<file path="config.mk">
export PLATFORM = sky130hd
export DESIGN_NAME = fetch_queue_flat
export DESIGN_NICKNAME = d
export VERILOG_FILES = /design/src/rtl/fetch_queue_if.sv /design/src/rtl/fetch_queue.sv /design/src/flat_wrapper.sv
export SDC_FILE = /design/constraint.sdc
export NUM_CORES = 1
export LEC_CHECK = 0
export BUFFER_PORTS_ARGS = -buffer_cell sky130_fd_sc_hd__buf_4
export CORE_MARGIN = 2
export CORE_UTILIZATION = 52
export CTS_BUF_LIST = sky130_fd_sc_hd__clkbuf_16
export DETAILED_ROUTE_END_ITERATION = 16
export PLACE_DENSITY = 0.87
export REMOVE_ABC_BUFFERS = 1
export SYNTH_ARGS = -nofsm -noshare
export SYNTH_HDL_FRONTEND = slang
export SYNTH_SLANG_ARGS = --single-unit
</file>
<file path="constraint.sdc">
create_clock -name clk -period 7.31 [get_ports clk]
set_input_delay 1.0965 -clock clk [delete_from_list [all_inputs] [get_ports clk]]
set_output_delay 1.0965 -clock clk [all_outputs]
set_load 0.005 [all_outputs]
</file>
<file path="src/rtl/fetch_queue_if.sv">
// Handshake bundle between fetch, the fetch queue and decode.
// The queue side uses the slave modport; the fetch/decode side uses the master modport.
interface fetch_queue_if #(
  parameter int unsigned ADDR_W = 1
);
  logic              flush;
  logic              in_valid;
  logic [15:0]       in_instr;
  logic [15:0]       in_pc;
  logic [15:0]       in_pcPlusTwo;
  logic              in_ready;
  logic              pc_hold;
  logic              out_valid;
  logic [15:0]       out_instr;
  logic [15:0]       out_pc;
  logic [15:0]       out_pcPlusTwo;
  logic              out_ready;
  logic [ADDR_W:0]   count;
  logic              halted;

  modport master (
    output flush, in_valid, in_instr, in_pc, in_pcPlusTwo, out_ready,
    input  in_ready, pc_hold, out_valid, out_instr, out_pc, out_pcPlusTwo, count, halted
  );

  modport slave (
    input  flush, in_valid, in_instr, in_pc, in_pcPlusTwo, out_ready,
    output in_ready, pc_hold, out_valid, out_instr, out_pc, out_pcPlusTwo, count, halted
  );
endinterface

</file>
<file path="src/rtl/fetch_queue.sv">
// Circular FIFO of fetched bundles between fetch and decode.
// It is cleared by a redirect and locks out further fetch once a HALT has been queued.
module fetch_queue #(
  parameter int unsigned ADDR_W = 1
) (
  input logic          clk,
  input logic          rst,
  fetch_queue_if.slave fq
);
  localparam int unsigned DEPTH = 1 << ADDR_W;
  localparam int unsigned CNT_W = ADDR_W + 1;
  localparam logic [15:0] NOP   = 16'h0800;

  typedef struct packed {
    logic [15:0] instr;
    logic [15:0] pc;
    logic [15:0] pc_plus_two;
  } bundle_t;

  bundle_t           mem [DEPTH];
  bundle_t           head;
  logic [ADDR_W-1:0] wptr;
  logic [ADDR_W-1:0] rptr;
  logic [CNT_W-1:0]  count_q;
  logic              halted_q;
  logic              in_ready_c;
  logic              out_valid_c;
  logic              push;
  logic              pop;
  logic              is_halt;

  // Handshake qualifiers, derived from registered state only.
  always_comb begin
    in_ready_c  = (count_q != CNT_W'(DEPTH)) && !halted_q;
    out_valid_c = (count_q != '0);
    push        = fq.in_valid && in_ready_c;
    pop         = out_valid_c && fq.out_ready;
    is_halt     = (fq.in_instr[15:11] == 5'b00000);
  end

  // Pointers, occupancy and the HALT lock.
  always_ff @(posedge clk) begin
    if (!rst) begin
      wptr     <= '0;
      rptr     <= '0;
      count_q  <= '0;
      halted_q <= 1'b0;
    end else if (fq.flush) begin
      wptr     <= '0;
      rptr     <= '0;
      count_q  <= '0;
      halted_q <= 1'b0;
    end else begin
      if (push) wptr <= wptr + ADDR_W'(1);
      if (pop)  rptr <= rptr + ADDR_W'(1);
      case ({push, pop})
        2'b10:   count_q <= count_q + CNT_W'(1);
        2'b01:   count_q <= count_q - CNT_W'(1);
        default: count_q <= count_q;
      endcase
      if (push && is_halt) halted_q <= 1'b1;
    end
  end

  // Storage needs no reset; occupancy decides which entries are meaningful.
  always_ff @(posedge clk) begin
    if (rst && !fq.flush && push) begin
      mem[wptr] <= '{instr: fq.in_instr, pc: fq.in_pc, pc_plus_two: fq.in_pcPlusTwo};
    end
  end

  // Head read; an empty queue presents a NOP bundle.
  always_comb begin
    head = mem[rptr];
    if (!out_valid_c) head = '{instr: NOP, pc: 16'h0000, pc_plus_two: 16'h0000};
  end

  assign fq.in_ready      = in_ready_c;
  assign fq.pc_hold       = !in_ready_c;
  assign fq.out_valid     = out_valid_c;
  assign fq.out_instr     = head.instr;
  assign fq.out_pc        = head.pc;
  assign fq.out_pcPlusTwo = head.pc_plus_two;
  assign fq.count         = count_q;
  assign fq.halted        = halted_q;
endmodule

</file>
<file path="src/flat_wrapper.sv">
// flat-port wrapper written by rule: the top's interface ports become plain ports
module fetch_queue_flat 
#(
  parameter int unsigned ADDR_W = 1
)
  (clk, rst, fq_flush, fq_in_valid, fq_in_instr, fq_in_pc, fq_in_pcPlusTwo, fq_out_ready, fq_in_ready, fq_pc_hold, fq_out_valid, fq_out_instr, fq_out_pc, fq_out_pcPlusTwo, fq_count, fq_halted);
  fetch_queue_if #(.ADDR_W(ADDR_W)) fq_i ();
  input logic clk;
  input logic rst;
  input wire logic [$bits(fq_i.flush)-1:0] fq_flush;
  input wire logic [$bits(fq_i.in_valid)-1:0] fq_in_valid;
  input wire logic [$bits(fq_i.in_instr)-1:0] fq_in_instr;
  input wire logic [$bits(fq_i.in_pc)-1:0] fq_in_pc;
  input wire logic [$bits(fq_i.in_pcPlusTwo)-1:0] fq_in_pcPlusTwo;
  input wire logic [$bits(fq_i.out_ready)-1:0] fq_out_ready;
  output wire logic [$bits(fq_i.in_ready)-1:0] fq_in_ready;
  output wire logic [$bits(fq_i.pc_hold)-1:0] fq_pc_hold;
  output wire logic [$bits(fq_i.out_valid)-1:0] fq_out_valid;
  output wire logic [$bits(fq_i.out_instr)-1:0] fq_out_instr;
  output wire logic [$bits(fq_i.out_pc)-1:0] fq_out_pc;
  output wire logic [$bits(fq_i.out_pcPlusTwo)-1:0] fq_out_pcPlusTwo;
  output wire logic [$bits(fq_i.count)-1:0] fq_count;
  output wire logic [$bits(fq_i.halted)-1:0] fq_halted;
  assign fq_i.flush = fq_flush;
  assign fq_i.in_valid = fq_in_valid;
  assign fq_i.in_instr = fq_in_instr;
  assign fq_i.in_pc = fq_in_pc;
  assign fq_i.in_pcPlusTwo = fq_in_pcPlusTwo;
  assign fq_i.out_ready = fq_out_ready;
  assign fq_in_ready = fq_i.in_ready;
  assign fq_pc_hold = fq_i.pc_hold;
  assign fq_out_valid = fq_i.out_valid;
  assign fq_out_instr = fq_i.out_instr;
  assign fq_out_pc = fq_i.out_pc;
  assign fq_out_pcPlusTwo = fq_i.out_pcPlusTwo;
  assign fq_count = fq_i.count;
  assign fq_halted = fq_i.halted;
  fetch_queue #(.ADDR_W(ADDR_W)) u_core (.clk(clk), .rst(rst), .fq(fq_i));
endmodule
</file>
### Yosys cells after proc, flatten, opt, wreduce, memory -nomap -nowiden

Memories as Yosys holds them, arrays and structs flattened. A register that Yosys moved wholly into a read port is not among the register bits.
Index checks and enable logic that the tools add are counted.

* reductions and logical operators: 13
* $add $sub $neg: 4
* equal/unequal tests: 3
* muxes and demuxes: 6
* bitwise logic cells: 1

Operator list (count)
* two-way mux 48 bit: 1
* logical AND 1 bit: 6
* zero test 5 bit: 1
* two-way mux 1 bit: 4
* one-hot mux 2 bit (2 select lines): 1
* nonzero test 2 bit: 2
* zero test 1 bit: 3
* adder 1 bit (second input constant): 2
* adder 2 x 1 -> 2 bit (second input constant): 1
* == test 2 x 1 -> 1 bit (second input constant): 1
* == test 2 bit (second input constant): 1
* != test 2 bit (second input constant): 1
* OR reduction 2 bit: 1
* subtractor 2 x 1 -> 2 bit (second input constant): 1
* NOT 1 bit: 1

* word-level logic and storage cells: 32
* bits in writable memories: 96
* input port bits: 53
* memories: 1
* output and inout bits: 54
* register bits: 5

Memory list
* u_core.mem: depth 2, width 48, rd ports 1, clocked after Yosys merged registers in 1, wr ports 1, RTL line fetch_queue.sv:20 `bundle_t mem [DEPTH];`

### Logic depth before layout (Yosys ltp)

Gate-level depths: netlist of the first run.

* depth after elaboration: 6
* mapped depth: 7
* gate-level depth less buffers: 7

### Least setup slack after synthesis of the first run

No wires, ideal clock.

* path type: input port to flip-flop
* from: input port fq_flush
* to: memory u_core.mem[0][0] in the netlist's numbering, enable pin
* arrival: 6006 ps
* slack: 732 ps
* path buffers: 1
* data required time: 6737 ps
* setup time: 573 ps
* stages on the path: 3
* path through: nand2b_1 -> clkbuf_1 -> nor4_1

* cells in the longest elaborated chain, start to end: 5

RTL lines
* from (decl): RTL line flat_wrapper.sv:10 `input wire logic [$bits(fq_i.flush)-1:0] fq_flush;`
* zero test 1 bit: RTL line fetch_queue.sv:67 `if (rst && !fq.flush && push) begin`
* logical AND 1 bit (2 in a row): RTL line fetch_queue.sv:67
* two-way mux 1 bit: RTL line fetch_queue.sv:67
* two-way mux 1 bit (implied by the code): RTL line fetch_queue.sv:68 `mem[wptr] <= '{instr: fq.in_instr, pc: fq.in_pc, pc_plus_two: fq.in_pcPlusTwo};`
* to (decl): RTL line fetch_queue.sv:20

No other way between the ends.

==> results of run 1 <==
## state kept, by name, summed over array words and instances (netlist names), named ones only
| register | cells |
|---|---|
| u_core.fq.count | 2 |
| u_core.rptr | 1 |
| u_core.wptr | 1 |
| u_core.mem | 96 |
| u_core.fq.halted | 1 |
## report_power, final
group / switching, mW / internal [mW] / total [mW]
clock network: 0.193 / 0.298 / 0.491
logic: 0.0414 / 0.0490 / 0.0904
registers: 0.00560 / 0.651 / 0.657
## Yosys cell counts, drive strengths merged
library cell,count
a21oi,2
a31o,1
and2,1
buf,9
clkbuf,3
dfxtp,6
edfxtp,96
ha,1
inv,4
mux2i,48
nand2,2
nand2b,2
nor2,54
nor2b,1
nor3,2
nor4,1
o21ai,3
or3,2
xnor2,1
xor2,2
## cell type report
class	count	area, um2	area share, %
flip-flops and latches	102	3000	58.8
clock inverters	7	88.8	1.74
clock buffers	9	225	4.41
multi-input cells	123	832	16.3
well taps	99	124	2.43
repair buffers	109	818	16.0
inverters	4	15.0	0.294
## final timing paths
| check | to | slack (ns) |
|---|---|---|
| setup / recovery | fq_out_pcPlusTwo[0] | 4.02 |
| hold / removal | flop | 0.53 |
| setup reg to reg | u_core.mem[1][12] | 5.02 |
| hold reg to reg | flop | 0.53 |
## cell families after synthesis
group                      after synthesis
and+or+nand+nor                         65
buffers and inverters                   16
muxes                                   48
adders and majority gates                1
xor gates and xnor gates                 3
AOI/OAI and AO/OA                        6
DFF                                    102
## metrics by stage
| stage | power [mW] | hold WS, ns |
|---|---|---|
| after floorplan | 0.704 | 0.467 |
| after global placement | 0.757 | 0.489 |
| after detailed placement | 0.761 | 0.508 |
| after CTS | 1.25 | 0.531 |
| after global routing | 1.27 | 0.548 |
| final | 1.24 | 0.531 |
## worst register-to-register path, stage by stage (launching register included)
cell,delay [ns]
dfxtp_1,0.49
nor2b_1,0.16
nor3_1,0.26
and2_2,0.96
## layer usage
metal | global-route usage, % | up-vias | part of all wire (%)
li1 | - | 1089 | -
met1 | 18.9 | 1104 | 40
met2 | 32.5 | 72 | 54
met3 | 3.92 | 12 | 4.8
met4 | 7.31 | 0 | 1.6
met5 | 0 | - | 0
==> summary.md, run 1 <==
| Metric | Value |
|---|---|
| Status | `complete, no violations` |
| RSZ-0062 raised after global routing | `false` |
| Sequential fraction of the synthesis area | `76.9%` |
| Clk_skew | `0.00684 ns` |
| Complex-gate fraction of the synthesized area | `0.866%` |
| Post-Syn Area per Cell | `16.2 um2` |
| Design area | `5110 um2` |
| Placed insts | `437` |
| Die width | `90.6 um` |
| Hold buffer count at cts | `0` |
| Layout cells sized above 1 | `36.2%` |
| Final Hold Fails | `0` |
| DRC viols | `0` |
| Post-Synth Simple-Gate Area | `6.76%` |
| Initial Utilization | `53.8%` |
| Core area | `7250 um2` |
| PD cells | `242 nW/um2` |
| Placed Area | `4790 um2` |
| Area fraction of the dominant cell type after synthesis | `73.9%` |
| Final std cells w/o fill | `453` |
| Global-route usage over all layers | `17.4%` |
| Final ANT Viol Nets | `0` |
| Fillers | `510` |
| Most frequent cells in the layout | `buf_4, edfxtp_1, nor2_1, mux2i_1, clkbuf_16` |
| Largest family of logic cells by synthesized area | `multiplexers` |
| Max-cap viol count | `0` |
| N_diodes | `0` |
| Clk root buf | `clkbuf_16` |
| Worst setup EP type | `primary output` |
| Top cell by count, worst path | `buf_4` |
| First-pass GRT wire length | `10.9 mm` |
| Hold depth | `2` |
| Post-Synth XOR/XNOR Area | `0.673%` |
| Die height | `90.6 um` |
| Cell family with most CP delay | `flip-flops` |
| First-pass DRT Iterations | `5` |
| Leak Pwr | `1.89 nW` |
| IO Port Bufs | `106` |
| Post-Syn Instances | `241` |
| R2R Path Start | `u_core.fq.count[0]` |
| Final setup TNS | `0 ns` |
| Synth warn | `0` |
| Minimum clock period after layout | `3.29 ns` |
| Initial DRC count | `73` |
| Synth Register Bits | `102` |
| Final HPWL DP | `4.59 mm` |
| Final worst path period share | `45.0%` |
| Die area | `8210 um2` |
| Multiplexer share of the synthesized area | `12.3%` |
| Vias in the first global route | `2,361` |
| Min-delay src | `u_core.rptr` |
| Cell Rows | `31` |
| Fin. max-slew vios | `0` |
| Gr ovfl total | `0` |
| Dominant cell type by area after synthesis | `edfxtp_1` |
| Slowest cell on crit path | `dfxtp_2` |
| CP max stage delay | `0.84 ns` |
| Arrival time of the worst setup path | `2.19 ns` |
| Mapped Area | `3900 um2` |
| Layout Nets | `403` |
| Post CTS Setup Buffer Count | `0` |
| Antenna violations before repair | `0` |
| CP bufs+invs | `2` |
| Worst reg2reg path depth | `3` |
| Dpl ws | `4.15 ns` |
| Gp weighted congestion | `0.675` |
| Vias | `2,277` |
| CTS tree | `done` |
| Wire per inst | `15.5 um` |
| Final setup vio count | `0` |
| Synth top area cells | `edfxtp_1, mux2i_1, nor2_1` |
| Worst path depth | `4` |
| PostCTS Resize Cnt | `0` |
| Most common cell after layout, fill and taps aside | `buf_4` |
| Peak Freq | `304 MHz` |
| Layout area overhead | `30.9%` |
| Num ports | `107` |
| Critical path cell sequence | `buf_4 > mux2i_1 > nor2_1 > buf_4` |
| Worst-Skew Late Latency | `0.33 ns` |
| Rel. slew slack | `22.8%` |
| Final Core Density | `70.4%` |
| Worst Tran Pin Value | `1.16 ns` |
| CP Launch Type | `flop` |
| CTS max path bufs | `2` |
| CP Data Required Time | `6.21 ns` |
| Final setup margin | `4.02 ns` |
| Largest net degree at the start of global routing | `49` |
| Critical setup path kind | `flop to primary output` |
| Final WL | `7.04 mm` |
| Post-Synth Adder-Cell Area | `0.321%` |
| TritonCTS buffer count | `9` |
| Netlist cell types | `22` |
| Crit-path max FO | `25` |
| Hold/Removal Path Class | `flop to flop` |
| Worst VDD drop | `0.146 mV` |
| Drt via density | `5.03` |
| H-tree depth | `3` |
| Worst-path clk slew | `0.07 ns` |
| CTS sink count | `102` |
No activity file was read; power rests on OpenSTA's default activity.
==> run 2, diff against run 1 <==
- ABC_AREA: default -> 1
- clock period: 7.31 -> 3.4 ns (I/O delays scaled with it)
==> run 2 against run 1 <==
Against the previous run: non-clock buffer count grew 1; clock skew grew 0.0022 ns; worst hold slack lost 0.18 ns; wire length grew 9.0%; combinational power grew 110%; die area grew 0.49%; final cell count grew 14%; highest routed layer unchanged.
==> summary.md, run 2 <==
| Metric | Value |
|---|---|
| Status | `complete, no violations` |
| PostCTS Resize Cnt | `0 (unchanged)` |
| Placed insts | `502 (+15%)` |
| Worst-path clk slew | `0.07 ns (about the same)` |
| Min-delay src | `fq_in_pc[2]` |
| CP bufs+invs | `2 (unchanged)` |
| Peak Freq | `396 MHz` |
| Die area | `8250 um2 (+0.49%)` |
| Vias | `2,605 (+14%)` |
| Layout cells sized above 1 | `32.0% (-4.2 points)` |
| Final setup vio count | `0 (unchanged)` |
| Die height | `90.9 um (+0.24%)` |
| Post-Syn Area per Cell | `12.7 um2 (-21%)` |
| Max-cap viol count | `0 (unchanged)` |
| Final setup TNS | `0 ns (unchanged)` |
| Synth top area cells | `edfxtp_1, nand2_1, a21oi_1` |
| Clk root buf | `clkbuf_16` |
| Destination of the worst hold path | `u_core.mem[1][18]` |
| DRC viols | `0 (unchanged)` |
| Hold/Removal Path Class | `input port to flop` |
| Cell Rows | `31 (unchanged)` |
| Complex-gate fraction of the synthesized area | `6.25% (+5.4 points)` |
| Reg2Reg Setup Slack | `1.23 ns (-3.79 ns)` |
| Core area | `7290 um2 (+0.53%)` |
| Most frequent cells in the layout | `nand2_1, buf_4, edfxtp_1, a21oi_1, nor2_1` |
| Initial Utilization | `53.8% (about the same)` |
| Global-route usage over all layers | `19.1% (+1.6 points)` |
| Biggest register | `u_core.mem` |
| Fin. max-slew vios | `0 (unchanged)` |
| Clk_skew | `0.00909 ns (+0.00225 ns)` |
| Predominant post-synthesis flop cell | `edfxtp_1` |
| R2R Path Start | `u_core.fq.count[1]` |
| CTS tree | `done` |
| RR Endpoint | `u_core.fq.count[1]` |
| CP Launch Type | `flop` |
| WHS | `0.356 ns (-0.175 ns)` |
| Top cell by count, worst path | `buf_4` |
| Dpl ws | `1.01 ns (-3.13 ns)` |
| First-pass DRT Iterations | `6 (+1)` |
| Final HPWL DP | `4.73 mm (+3.2%)` |
| Final ANT Viol Nets | `0 (unchanged)` |
| TritonCTS buffer count | `9 (unchanged)` |
| H-tree depth | `3 (unchanged)` |
| Largest family of logic cells by synthesized area | `simple AND/OR/NAND/NOR gates` |
| PD cells | `524 nW/um2 (+120%)` |
| Top cells by count, synth | `nand2_1, edfxtp_1, a21oi_1, nor2_1, inv_1` |
| Final worst path period share | `74.2%` |
| Wire per inst | `14.8 um (-4.7%)` |
| Gp weighted congestion | `0.730 (+8.2%)` |
| CTS sink count | `102 (unchanged)` |
| Critical path cell sequence | `nor2_4 > buf_4 > a21oi_1 > buf_4` |
| Max FFs per register | `96 (unchanged)` |
| Post-Synth Adder-Cell Area | `0.319% (-0.0016 points)` |
| Overall power | `2.67 mW (+120%)` |
| Final Hold Fails | `0 (unchanged)` |
| CTS max path bufs | `2 (unchanged)` |
| Mapped Area | `3920 um2 (+0.51%)` |
| Worst setup EP type | `primary output` |
| First-pass GRT wire length | `12.3 mm (+12%)` |
| Fraction of registers with async set/reset | `0% (unchanged)` |
| CP max stage delay | `0.78 ns (-0.06 ns)` |
| Crit-path max FO | `40 (+60%)` |
| Area fraction of the dominant cell type after synthesis | `73.5% (-0.38 points)` |
| Vias in the first global route | `2,522 (+6.8%)` |
| Post-Synth Simple-Gate Area | `12.9% (+6.1 points)` |
| Antenna violations before repair | `0 (unchanged)` |
| Leak Pwr | `2.03 nW (+7.6%)` |
| Most numerous cell in the Yosys netlist | `nand2_1` |
| Area of the multi-input gates | `772 um2 (-7.2%)` |
| Post CTS Setup Buffer Count | `0 (unchanged)` |
| Synth Register Bits | `102 (unchanged)` |
| Drt via density | `5.03 (about the same)` |
| Die width | `90.9 um (+0.24%)` |
| Critical setup path kind | `flop to primary output` |
| Layout Nets | `468 (+16%)` |
| Worst VDD drop | `0.326 mV (+120%)` |
| Post-Synth XOR/XNOR Area | `0% (-0.67 points)` |
| Largest net degree at the start of global routing | `49 (unchanged)` |
| RSZ-0062 raised after global routing | `false` |
| Worst Tran Pin Value | `1.05 ns (-0.105 ns)` |
| Layout area overhead | `29.8%` |
| Sequential fraction of the synthesis area | `76.6% (-0.39 points)` |
| Final setup margin | `0.876 ns (-3.14 ns)` |
| Fillers | `521 (+2.2%)` |
| Cell family with most CP delay | `simple AND/OR/NAND/NOR gates` |
| Final WL | `7.68 mm (+9.0%)` |
| Rel. slew slack | `29.7% (+6.9 points)` |
| CP Data Required Time | `2.89 ns (-3.32 ns)` |
| FF/Latch Area | `3000 um2 (unchanged)` |
| Post-Syn Instances | `308 (+28%)` |
| Worst-Skew Late Latency | `0.33 ns (about the same)` |
| Gr ovfl total | `0 (unchanged)` |
| Worst path depth | `4 (unchanged)` |
| Netlist cell types | `17 (-23%)` |
| Synth warn | `0 (unchanged)` |
| Slowest cell on crit path | `nor2_4` |
| Dominant cell type by area after synthesis | `edfxtp_1` |
| Initial DRC count | `191 (+160%)` |
| Minimum clock period after layout | `2.52 ns` |
| Arrival time of the worst setup path | `2.01 ns (-0.18 ns)` |
| Hold depth | `1 (-1)` |
| Multiplexer share of the synthesized area | `0% (-12 points)` |
| Hold buffer count at cts | `0 (unchanged)` |
| Design area | `5090 um2 (-0.29%)` |
| Num ports | `107 (unchanged)` |
| Post-synth EDFFs | `96 (unchanged)` |
| Placed Area | `4770 um2 (-0.47%)` |
| Worst reg2reg path depth | `8 (+5)` |
| IO Port Bufs | `106 (unchanged)` |
| N_diodes | `0 (unchanged)` |
| Final Core Density | `69.8% (-0.58 points)` |
| Final std cells w/o fill | `518 (+14%)` |
[run 2: changes by cell type in the layout (fill, tap and decap cells not counted), sizes merged, moves of 3 or more]
cell | before | now
a21oi | 2 | 48
nand3 | 0 | 3
inv | 6 | 13
nor2 | 54 | 14
mux2i | 48 | 0
nand2 | 2 | 110
[run 2: metal layers]
metal  up-vias  routed length [um]  GRT usage [%]
li1       1276                   -              -
met1      1230                3290           25.8
met2        91                3850           30.2
met3         8                 470           5.43
met4         0                  63           6.06
met5         -                   0              0
[run 2: logic make-up (layout without fill, tap and decap cells)]
| logic type | count (synthesis) | in the layout |
|---|---|---|
| flip-flops | 102 | 102 |
| adder cells (fa/ha/maj) | 1 | 1 |
| AO/OA/AOI/OAI | 49 | 49 |
| AND/OR/NAND/NOR | 129 | 129 |
| buffers and inverters | 27 | 138 |
[run 2: layout make-up]
cell class / instances / area share, %
clock buffers: 9 / 4.42
clock inverters: 7 / 1.89
inverters: 12 / 0.885
multi-input cells: 179 / 15.2
flip-flops and latches: 102 / 59.0
well taps: 99 / 2.43
repair buffers: 110 / 16.2
[run 2: how the worst max path moves through the flow]
stage,slack [ns],startpoint,to
floorplan,-1.21,rst,u_core.mem[1][0]
global route,0.73,u_core.fq.count[1],fq_out_pcPlusTwo[3]
CTS,0.84,u_core.fq.count[1],fq_out_pcPlusTwo[3]
global placement,1.14,fq_flush,u_core.mem[0][17]
finish,0.88,u_core.fq.count[1],fq_out_pcPlusTwo[3]
detailed placement,1.01,fq_flush,u_core.mem[0][18]
[run 2: worst reg2reg max path, cell delays in order (launching register included)]
cell and delay [ns]:
dfxtp_1 0.37, nor2_4 0.78, nor2_1 0.17, ha_1 0.38
inv_1 0.09, nand2_1 0.06, nor2_1 0.10, nor2_1 0.05
nor2_1 0.11
[run 2: power breakdown]
part | internal, mW | total (mW) | switching (mW)
registers | 1.40 | 1.41 | 0.00786
logic | 0.0933 | 0.189 | 0.0956
clock network | 0.646 | 1.07 | 0.427
==> run 3, diff against run 2 <==
- clock period: 3.4 -> 2.4 ns (I/O delays scaled with it)
==> run 3 against run 2 <==
Against the previous run: combinational power increased by 45%; die area is the same; global-route usage fell by 0.24 points; final cell count is 0.58% higher; register-to-register slack worse by 0.56 ns; worst setup slack got worse by 0.43 ns; clock power up 37%; critical endpoint is now fq_out_pc[11]; largest cell class unchanged.
==> summary.md, run 3 (synthesis results as in run 2) <==
| Metric | Value |
|---|---|
| Status | `complete, no violations` |
| CP Launch Type | `flop` |
| Minimum clock period after layout | `1.96 ns` |
| Final WL | `7.71 mm (+0.42%)` |
| H-tree depth | `3 (unchanged)` |
| Layout Nets | `471 (+0.64%)` |
| Clk_skew | `0.00540 ns (-0.00370 ns)` |
| Critical setup path kind | `flop to primary output` |
| Global-route usage over all layers | `18.8% (-0.24 points)` |
| Final worst path period share | `81.5%` |
| DRC viols | `0 (unchanged)` |
| Final setup margin | `0.444 ns (-0.432 ns)` |
| Overall power | `3.74 mW (+40%)` |
| Arrival time of the worst setup path | `1.60 ns (-0.41 ns)` |
| Gp weighted congestion | `0.719 (-1.5%)` |
| Layout cells sized above 1 | `32.7% (+0.72 points)` |
| Gr ovfl total | `0 (unchanged)` |
| PostCTS Resize Cnt | `0 (unchanged)` |
| Worst Tran Pin Value | `0.498 ns (-0.555 ns)` |
| Dpl ws | `0.670 ns (-0.345 ns)` |
| Rel. slew slack | `66.8% (+37 points)` |
| Hold/Removal Path Class | `input port to flop` |
| RSZ-0062 raised after global routing | `false` |
| Hold depth | `1 (unchanged)` |
| Worst VDD drop | `0.443 mV (+36%)` |
| PD cells | `728 nW/um2 (+39%)` |
| Internal power | `2.95 mW (+38%)` |
| Final HPWL DP | `5.04 mm (+6.6%)` |
| WHS | `0.206 ns (-0.150 ns)` |
| Clock Power Share | `39.3% (-0.9 points)` |
| First-pass DRT Iterations | `4 (-2)` |
| Die area | `8250 um2 (unchanged)` |
| Initial Utilization | `53.8% (unchanged)` |
| Sw Ratio | `21.0% (+1.1 points)` |
| CTS max path bufs | `2 (unchanged)` |
| Sequential share of power | `53.4% (+0.7 points)` |
| Worst reg2reg path depth | `9 (+1)` |
| Max-cap viol count | `0 (unchanged)` |
| Largest net degree at the start of global routing | `49 (unchanged)` |
| Final Hold Fails | `0 (unchanged)` |
| Vias in the first global route | `2,527 (+0.20%)` |
| Crit-path max FO | `48 (+20%)` |
| Cell Rows | `31 (unchanged)` |
| IO Port Bufs | `106 (unchanged)` |
| Biggest register | `u_core.mem` |
| Worst setup EP type | `primary output` |
| CTS sink count | `102 (unchanged)` |
| Layout area overhead | `30.8%` |
| Max FFs per register | `96 (unchanged)` |
| Drt via density | `5.04 (+0.30%)` |
| First-pass GRT wire length | `12.2 mm (-1.0%)` |
| CTS tree | `done` |
| Vias | `2,628 (+0.88%)` |
| Num ports | `107 (unchanged)` |
| Post CTS Setup Buffer Count | `0 (unchanged)` |
| Core area | `7290 um2 (unchanged)` |
| Die height | `90.9 um (unchanged)` |
| RR Endpoint | `u_core.fq.count[1]` |
| Leak Pwr | `2.06 nW (+1.4%)` |
| Antenna violations before repair | `0 (unchanged)` |
| Psw | `785 uW (+48%)` |
| N_diodes | `0 (unchanged)` |
| Reg2Reg Setup Slack | `0.67 ns (-0.56 ns)` |
| Final Core Density | `70.4% (+0.53 points)` |
| R2R Path Start | `u_core.fq.count[1]` |
| Most common cell after layout, fill and taps aside | `buf_4` |
| Most frequent cells in the layout | `buf_4, nand2_1, edfxtp_1, a21oi_1, nor2_1` |
| Worst-Skew Late Latency | `0.33 ns (about the same)` |
| Clk root buf | `clkbuf_16` |
| Peak Freq | `511 MHz` |
| Die width | `90.9 um (unchanged)` |
| Worst-path clk slew | `0.07 ns (about the same)` |
| Min-delay src | `fq_in_pc[13]` |
| Hold buffer count at cts | `0 (unchanged)` |
| Initial DRC count | `185 (-3.1%)` |
| Wire per inst | `14.8 um (-0.16%)` |
| Final setup vio count | `0 (unchanged)` |
| Final setup TNS | `0 ns (unchanged)` |
| TritonCTS buffer count | `9 (unchanged)` |
| Final ANT Viol Nets | `0 (unchanged)` |
| CP Data Required Time | `2.04 ns (-0.85 ns)` |
| Power share of the combinational group | `7.3% (+0.2 points)` |
| Fin. max-slew vios | `0 (unchanged)` |
| Destination of the worst hold path | `u_core.mem[0][29]` |
[run 3: cell types whose count changed in the layout (fill, tap and decap cells not counted)]
cell / previous run / this run
bufinv_16: 2 / 1
buf_4: 110 / 111
buf_12: 0 / 2
inv_8: 0 / 2
clkinvlp_4: 2 / 0
clkinv_1: 1 / 0
clkinv_4: 1 / 3
[run 3: final cells by class]
class,instances,area (um2)
multi-input combinational,179,772
clock inverter,7,87.6
inverter,12,45.0
fill,532,2160
clock buffer,9,225
tap,99,124
timing repair buffer,113,873
sequential,102,3000
[run 3: per-layer routing]
metal | vias up | global-route usage [%] | part of all wire (%)
met5 | - | 0 | 0
met2 | 95 | 30.0 | 49
met4 | 0 | 5.93 | 1.8
met1 | 1240 | 25.4 | 42
li1 | 1279 | - | -
met3 | 14 | 5.34 | 6.7
[run 3: stage by stage]
stage / cells / instance area (um2)
2_1_floorplan: 293 / 3810
3_3_place_gp: 505 / 4820
3_5_place_dp: 505 / 4820
4_1_cts: 521 / 5130
5_1_grt: 521 / 5130
6_report: 521 / 5130
[run 3: worst max path at each step]
stage	startpoint	to	slack, ns
after floorplan	rst	u_core.mem[1][0]	-2.06
after global placement	fq_flush	u_core.mem[1][34]	0.73
after detailed placement	fq_flush	u_core.mem[1][36]	0.67
after CTS	flop	fq_out_pc[11]	0.44
after global routing	flop	fq_out_pcPlusTwo[3]	0.33
final	flop	fq_out_pc[11]	0.44
[run 3: power by group through the flow]
| stage | registers (mW) | clock network, mW | logic (mW) |
|---|---|---|---|
| floorplan | 2.04 | 0 | 0.0905 |
| global placement | 2.03 | 0 | 0.266 |
| detailed placement | 2.03 | 0 | 0.276 |
| CTS | 1.99 | 1.50 | 0.276 |
| global route | 2.00 | 1.57 | 0.300 |
| finish | 1.99 | 1.47 | 0.274 |
[run 3: worst max-delay path, cell delays in order, from the launching register on]
cell,delay (ns)
dfxtp_2,0.33
buf_4,0.42
nand2_1,0.13
a21oi_1,0.22
buf_4,0.14
